File: src/rtl/capture_sequencer.sv
// capture_sequencer: sequences the mic ring buffers through
// prime -> armed -> post-trigger capture -> correlator run -> holdoff.
// Optional correlator timeout is enabled by defining CAPTURE_SEQ_TIMEOUT_EN;
// without it WAIT blocks until corr_done and timeout_err stays 0.
module capture_sequencer #(
    parameter int unsigned NUM_MICS      = 4,
    parameter int unsigned PRIME_SAMPLES = 512,
    parameter int unsigned POST_SAMPLES  = 256,
    parameter int unsigned HOLDOFF_CYC   = 1_000_000,
    parameter int unsigned TIMEOUT_CYC   = 65_536
) (
    input  logic                        clock,
    input  logic                        reset,
    input  logic                        sample_rdy,
    input  logic [NUM_MICS-1:0]         noise_detected,
    input  logic                        corr_done,
    output logic                        capture_en,
    output logic [$clog2(NUM_MICS)-1:0] trig_mic,
    output logic                        corr_start,
    output logic                        busy,
    output logic                        timeout_err
);

    localparam int unsigned IDX_W   = $clog2(NUM_MICS);
    localparam int unsigned SMP_MAX = (PRIME_SAMPLES > POST_SAMPLES) ? PRIME_SAMPLES : POST_SAMPLES;
    localparam int unsigned CYC_MAX = (HOLDOFF_CYC > TIMEOUT_CYC) ? HOLDOFF_CYC : TIMEOUT_CYC;
    localparam int unsigned SMP_W   = $clog2(SMP_MAX + 1);
    localparam int unsigned CYC_W   = $clog2(CYC_MAX + 1);

    localparam logic [SMP_W-1:0] PRIME_LAST = SMP_W'(PRIME_SAMPLES - 1);
    localparam logic [SMP_W-1:0] POST_LAST  = SMP_W'(POST_SAMPLES - 1);
    localparam logic [SMP_W-1:0] SMP_SAT    = SMP_W'(SMP_MAX);
    localparam logic [CYC_W-1:0] HOLD_LAST  = CYC_W'(HOLDOFF_CYC - 1);
    localparam logic [CYC_W-1:0] CYC_SAT    = CYC_W'(CYC_MAX);
`ifdef CAPTURE_SEQ_TIMEOUT_EN
    localparam logic [CYC_W-1:0] TMO_LAST   = CYC_W'(TIMEOUT_CYC - 1);
`endif

    typedef enum logic [2:0] {
        S_PRIME,
        S_ARMED,
        S_POST,
        S_START,
        S_WAIT,
        S_HOLDOFF
    } state_t;

    state_t           state;
    logic [SMP_W-1:0] smp_cnt;
    logic [CYC_W-1:0] cyc_cnt;
    logic [SMP_W-1:0] smp_inc;
    logic [CYC_W-1:0] cyc_inc;
    logic [IDX_W-1:0] first_idx;
    logic             found;

    // Saturating increments and lowest-index priority encode of the noise flags
    always_comb begin
        smp_inc   = (smp_cnt == SMP_SAT) ? smp_cnt : smp_cnt + 1'b1;
        cyc_inc   = (cyc_cnt == CYC_SAT) ? cyc_cnt : cyc_cnt + 1'b1;
        first_idx = '0;
        found     = 1'b0;
        for (int unsigned i = 0; i < NUM_MICS; i++) begin
            if (noise_detected[i] && !found) begin
                first_idx = IDX_W'(i);
                found     = 1'b1;
            end
        end
    end

    // Sequencer FSM; every transition clears both counters so a sample
    // arriving on an exit cycle is not carried into the next state
    always_ff @(posedge clock) begin
        if (reset) begin
            state       <= S_PRIME;
            smp_cnt     <= '0;
            cyc_cnt     <= '0;
            capture_en  <= 1'b0;
            trig_mic    <= '0;
            corr_start  <= 1'b0;
            busy        <= 1'b1;
            timeout_err <= 1'b0;
        end else begin
            corr_start  <= 1'b0;
            timeout_err <= 1'b0;
            case (state)
                S_PRIME: begin
                    capture_en <= 1'b1;
                    busy       <= 1'b1;
                    if (sample_rdy) begin
                        if (smp_cnt == PRIME_LAST) begin
                            state   <= S_ARMED;
                            busy    <= 1'b0;
                            smp_cnt <= '0;
                            cyc_cnt <= '0;
                        end else begin
                            smp_cnt <= smp_inc;
                        end
                    end
                end
                S_ARMED: begin
                    if (|noise_detected) begin
                        state    <= S_POST;
                        busy     <= 1'b1;
                        trig_mic <= first_idx;
                        smp_cnt  <= '0;
                        cyc_cnt  <= '0;
                    end
                end
                S_POST: begin
                    if (sample_rdy) begin
                        if (smp_cnt == POST_LAST) begin
                            state      <= S_START;
                            capture_en <= 1'b0;
                            corr_start <= 1'b1;
                            smp_cnt    <= '0;
                            cyc_cnt    <= '0;
                        end else begin
                            smp_cnt <= smp_inc;
                        end
                    end
                end
                S_START: begin
                    state   <= S_WAIT;
                    smp_cnt <= '0;
                    cyc_cnt <= '0;
                end
                S_WAIT: begin
                    if (corr_done) begin
                        state   <= S_HOLDOFF;
                        smp_cnt <= '0;
                        cyc_cnt <= '0;
`ifdef CAPTURE_SEQ_TIMEOUT_EN
                    end else if (cyc_cnt == TMO_LAST) begin
                        state       <= S_HOLDOFF;
                        timeout_err <= 1'b1;
                        smp_cnt     <= '0;
                        cyc_cnt     <= '0;
                    end else begin
                        cyc_cnt <= cyc_inc;
`endif
                    end
                end
                S_HOLDOFF: begin
                    if (cyc_cnt == HOLD_LAST) begin
                        state      <= S_PRIME;
                        capture_en <= 1'b1;
                        smp_cnt    <= '0;
                        cyc_cnt    <= '0;
                    end else begin
                        cyc_cnt <= cyc_inc;
                    end
                end
                default: begin
                    state   <= S_PRIME;
                    smp_cnt <= '0;
                    cyc_cnt <= '0;
                end
            endcase
        end
    end

endmodule

File: config.mk
export PLATFORM = sky130hd
export DESIGN_NAME = capture_sequencer
export DESIGN_NICKNAME = d
export VERILOG_FILES = /design/src/rtl/capture_sequencer.sv
export SDC_FILE = /design/constraint.sdc
export NUM_CORES = 1
export LEC_CHECK = 0
export CAP_MARGIN = 20
export CORE_UTILIZATION = 25
export CTS_CLUSTER_SIZE = 40
export DETAILED_ROUTE_END_ITERATION = 8
export SKIP_CTS_REPAIR_TIMING = 1
export SYNTH_ARGS = -nofsm -noshare
export SYNTH_HDL_FRONTEND = slang
export SYNTH_SLANG_ARGS = --single-unit
File: constraint.sdc
create_clock -name clock -period 2.5 [get_ports clock]
set_input_delay 0.625 -clock clock [delete_from_list [all_inputs] [get_ports clock]]
set_output_delay 0.625 -clock clock [all_outputs]
set_load 0.01 [all_outputs]
==> flow_summary.ini <==
[run_status]
status = finished, final reports clean

[detailed_routing]
drtIter0Drc = 110
ant_nets = 0
via_per_inst = 5.42
vias = 2368
drc = 0
drt_first_pass_iters = 4
wire_per_inst_microns = 13.6
routed_wl_microns = 5960

[logic_synthesis]
syn_nets = 310
yosysWarnings = 0
synth_edf_count = 0
synth_area_per_cell_sq_um = 7.87
synthTopCellsByArea = dfxtp_1 32%, a21oi_1 5.8%, nand2_1 4.5%
synth_top_area_share_pct = 32.4
seq_area_frac_synth_pct = 32.4
netlist_area_sq_um = 2340
synth_common_cells = 38 x dfxtp_1, 28 x nand2_1, 27 x a21oi_1
yosys_register_bits = 38
ys_types = 56
syn_inst = 298
synth_ff_type = dfxtp_1
yosysTopAreaCell = dfxtp_1
yosysMostFrequentCell = dfxtp_1
synthArstFlopShare_pct = 0

[floorplanning]
initial_core_util_pct = 26.4
dieHeight_microns = 98.8
ioPinCount = 14
core_sq_um = 8890
dieArea_sq_um = 9770
rows = 34
fp.dieW_microns = 98.8

[setup_path]
path_class = reg -> reg
worstSetupEndpointType = flop
start_kind = flop
required_ps = 2700
path_max_fanout = 14
ff2ff_path_depth = 6
critPathArrivalTime_ps = 2540

[clock_tree]
cts_buffer_depth = 2
clock-root-buffer = clkbuf_8
clock_latency_ps = 290
cts_buffers = 5
clkTransAtPathRegs_ps = 80
clock-sinks = 38
cts_tree = built
h-tree-depth = 2

[pwr]
swShare_pct = 23.3
combPwrFrac_pct = 6.1
p_leak_nw = 0.948
p_seq_share_pct = 54.4
p_switching_w = 0.000263
peakVddDrop_mv = 0.182
p_int_w = 0.000865
power.density_nw_per_um2 = 398
p_clk_share_pct = 39.5

[placement]
dp_hpwl_microns = 4310
detailedPlace.worstSlack_ps = -357
placedCellCount = 429
gp_congestion = 0.866
dpl-instance-area_sq_um = 2710
io_buffers = 12

[finish]
nets = 340
fin_cells = 437
fillers = 948
multiInputGateArea_sq_um = 1440
area_delta_synth_final_pct = 21.0
seqCellArea_sq_um = 763
diodes = 0
fin_area_sq_um = 2840
drive_above_1_share_pct = 16.7

[global_route]
antenna_found_initial = 0
grt_use_total_pct = 12.7
grt_pass1_vias = 2244
grt_pass1_wl_microns = 10200
grt_max_degree = 29
grt_overflow_total = 0

[timing]
min_period_over_period_pct = 93.7
tightest_slew_ps = 671
final_max_slew_viol_count = 0
max_freq_mhz = 427
hold_viol = 0
setup_ws_ps = 158
relSlewSlack_pct = 55.2
min_period_ps = 2340
rsz0062_at_grt = no
skew_ps = 4.48
setup_violations = 0

[worst_hold_path]
whs_path_depth = 2
hp-class = reg -> reg

[job]
cap_violations = 0
[cells by family after synthesis]
group           count (synthesis)  synth area share (%)
buf+inv                        35                  7.31
flops                          38                  32.4
mux                             2                 0.854
compound gates                 80                  24.2
xor+xnor                        4                  1.49
other cells                     1                 0.160
fa+ha+maj                       4                  2.13
simple gates                  134                  31.4
[registers in the layout (all words and copies together), names as in the netlist]
| signal | flops |
|---|---|
| trig_mic | 2 |
| smp_cnt | 10 |
| state | 3 |
| cyc_cnt | 20 |
| busy | 1 |
| corr_start | 1 |
| capture_en | 1 |
[cell usage in the layout, fill, tap and decap left out, types with 4 or more instances in the layout]
cell type / n
clkdlybuf4s50_1: 8
or3_1: 8
o21ai_0: 9
nor3_1: 11
buf_4: 28
and3_1: 4
o31ai_1: 4
or4_1: 4
nand3_1: 15
dlymetal6s2s_1: 4
dfxtp_1: 36
nor2b_1: 5
nand4_1: 7
nor2_1: 21
nand2_1: 28
inv_1: 18
clkbuf_8: 6
a41oi_1: 4
a211oi_1: 9
nor4_1: 8
xnor2_1: 4
a21oi_1: 26
ha_1: 4
[critical path, stage by stage (launching register included)]
cell      delay (ps)
dfxtp_1          390
or4_1            540
or3_4            350
o211ai_4         400
buf_4            230
a21oi_1           50
a211oi_1         280
[power groups by stage]
stage	sequential [W]	clock (W)	combinational [W]
floorplan	0.000628	0	0.0000371
global placement	0.000628	0	0.0000673
detailed placement	0.000629	0	0.0000682
CTS	0.000614	0.000460	0.0000684
global route	0.000615	0.000482	0.0000776
finish	0.000614	0.000446	0.0000686
[final timing paths]
path | startpoint | endpoint | slack, ps
setup / recovery | cyc_cnt[2] | cyc_cnt[14] | 160
hold / removal | trig_mic[0] | trig_mic[0] | 460
setup reg to reg | cyc_cnt[2] | cyc_cnt[14] | 160
hold reg to reg | trig_mic[0] | trig_mic[0] | 460
[metal layers]
metal	up-vias	share of wire [%]	wire [microns]	global-route usage [%]
li1	1176	-	-	-
met1	1147	48	2870	16.5
met2	40	48	2870	21.7
met3	5	3.2	190	2.55
met4	0	0.50	30	2.76
met5	-	0	0	0
[per-stage QoR]
| step | utilization, % | total power, W | hold WS (ps) | TNS (ps) |
|---|---|---|---|---|
| after floorplan | - | 0.000665 | 462 | 0 |
| after global placement | 30.5 | 0.000695 | 436 | -3350 |
| after detailed placement | 30.5 | 0.000697 | 449 | -4740 |
| after CTS | 31.5 | 0.00114 | 461 | -119 |
| after global routing | 31.9 | 0.00117 | 502 | 0 |
| final | 31.9 | 0.00113 | 458 | 0 |
[cell type report]
| cell class | instances | area share (%) |
|---|---|---|
| repair buffers | 40 | 12.0 |
| clock buffers | 7 | 3.04 |
| well taps | 108 | 4.76 |
| multi-input cells | 225 | 50.7 |
| clock inverters | 1 | 0.176 |
| flip-flops and latches | 38 | 26.9 |
| inverters | 18 | 2.38 |
No activity file was read; power rests on OpenSTA's default activity.
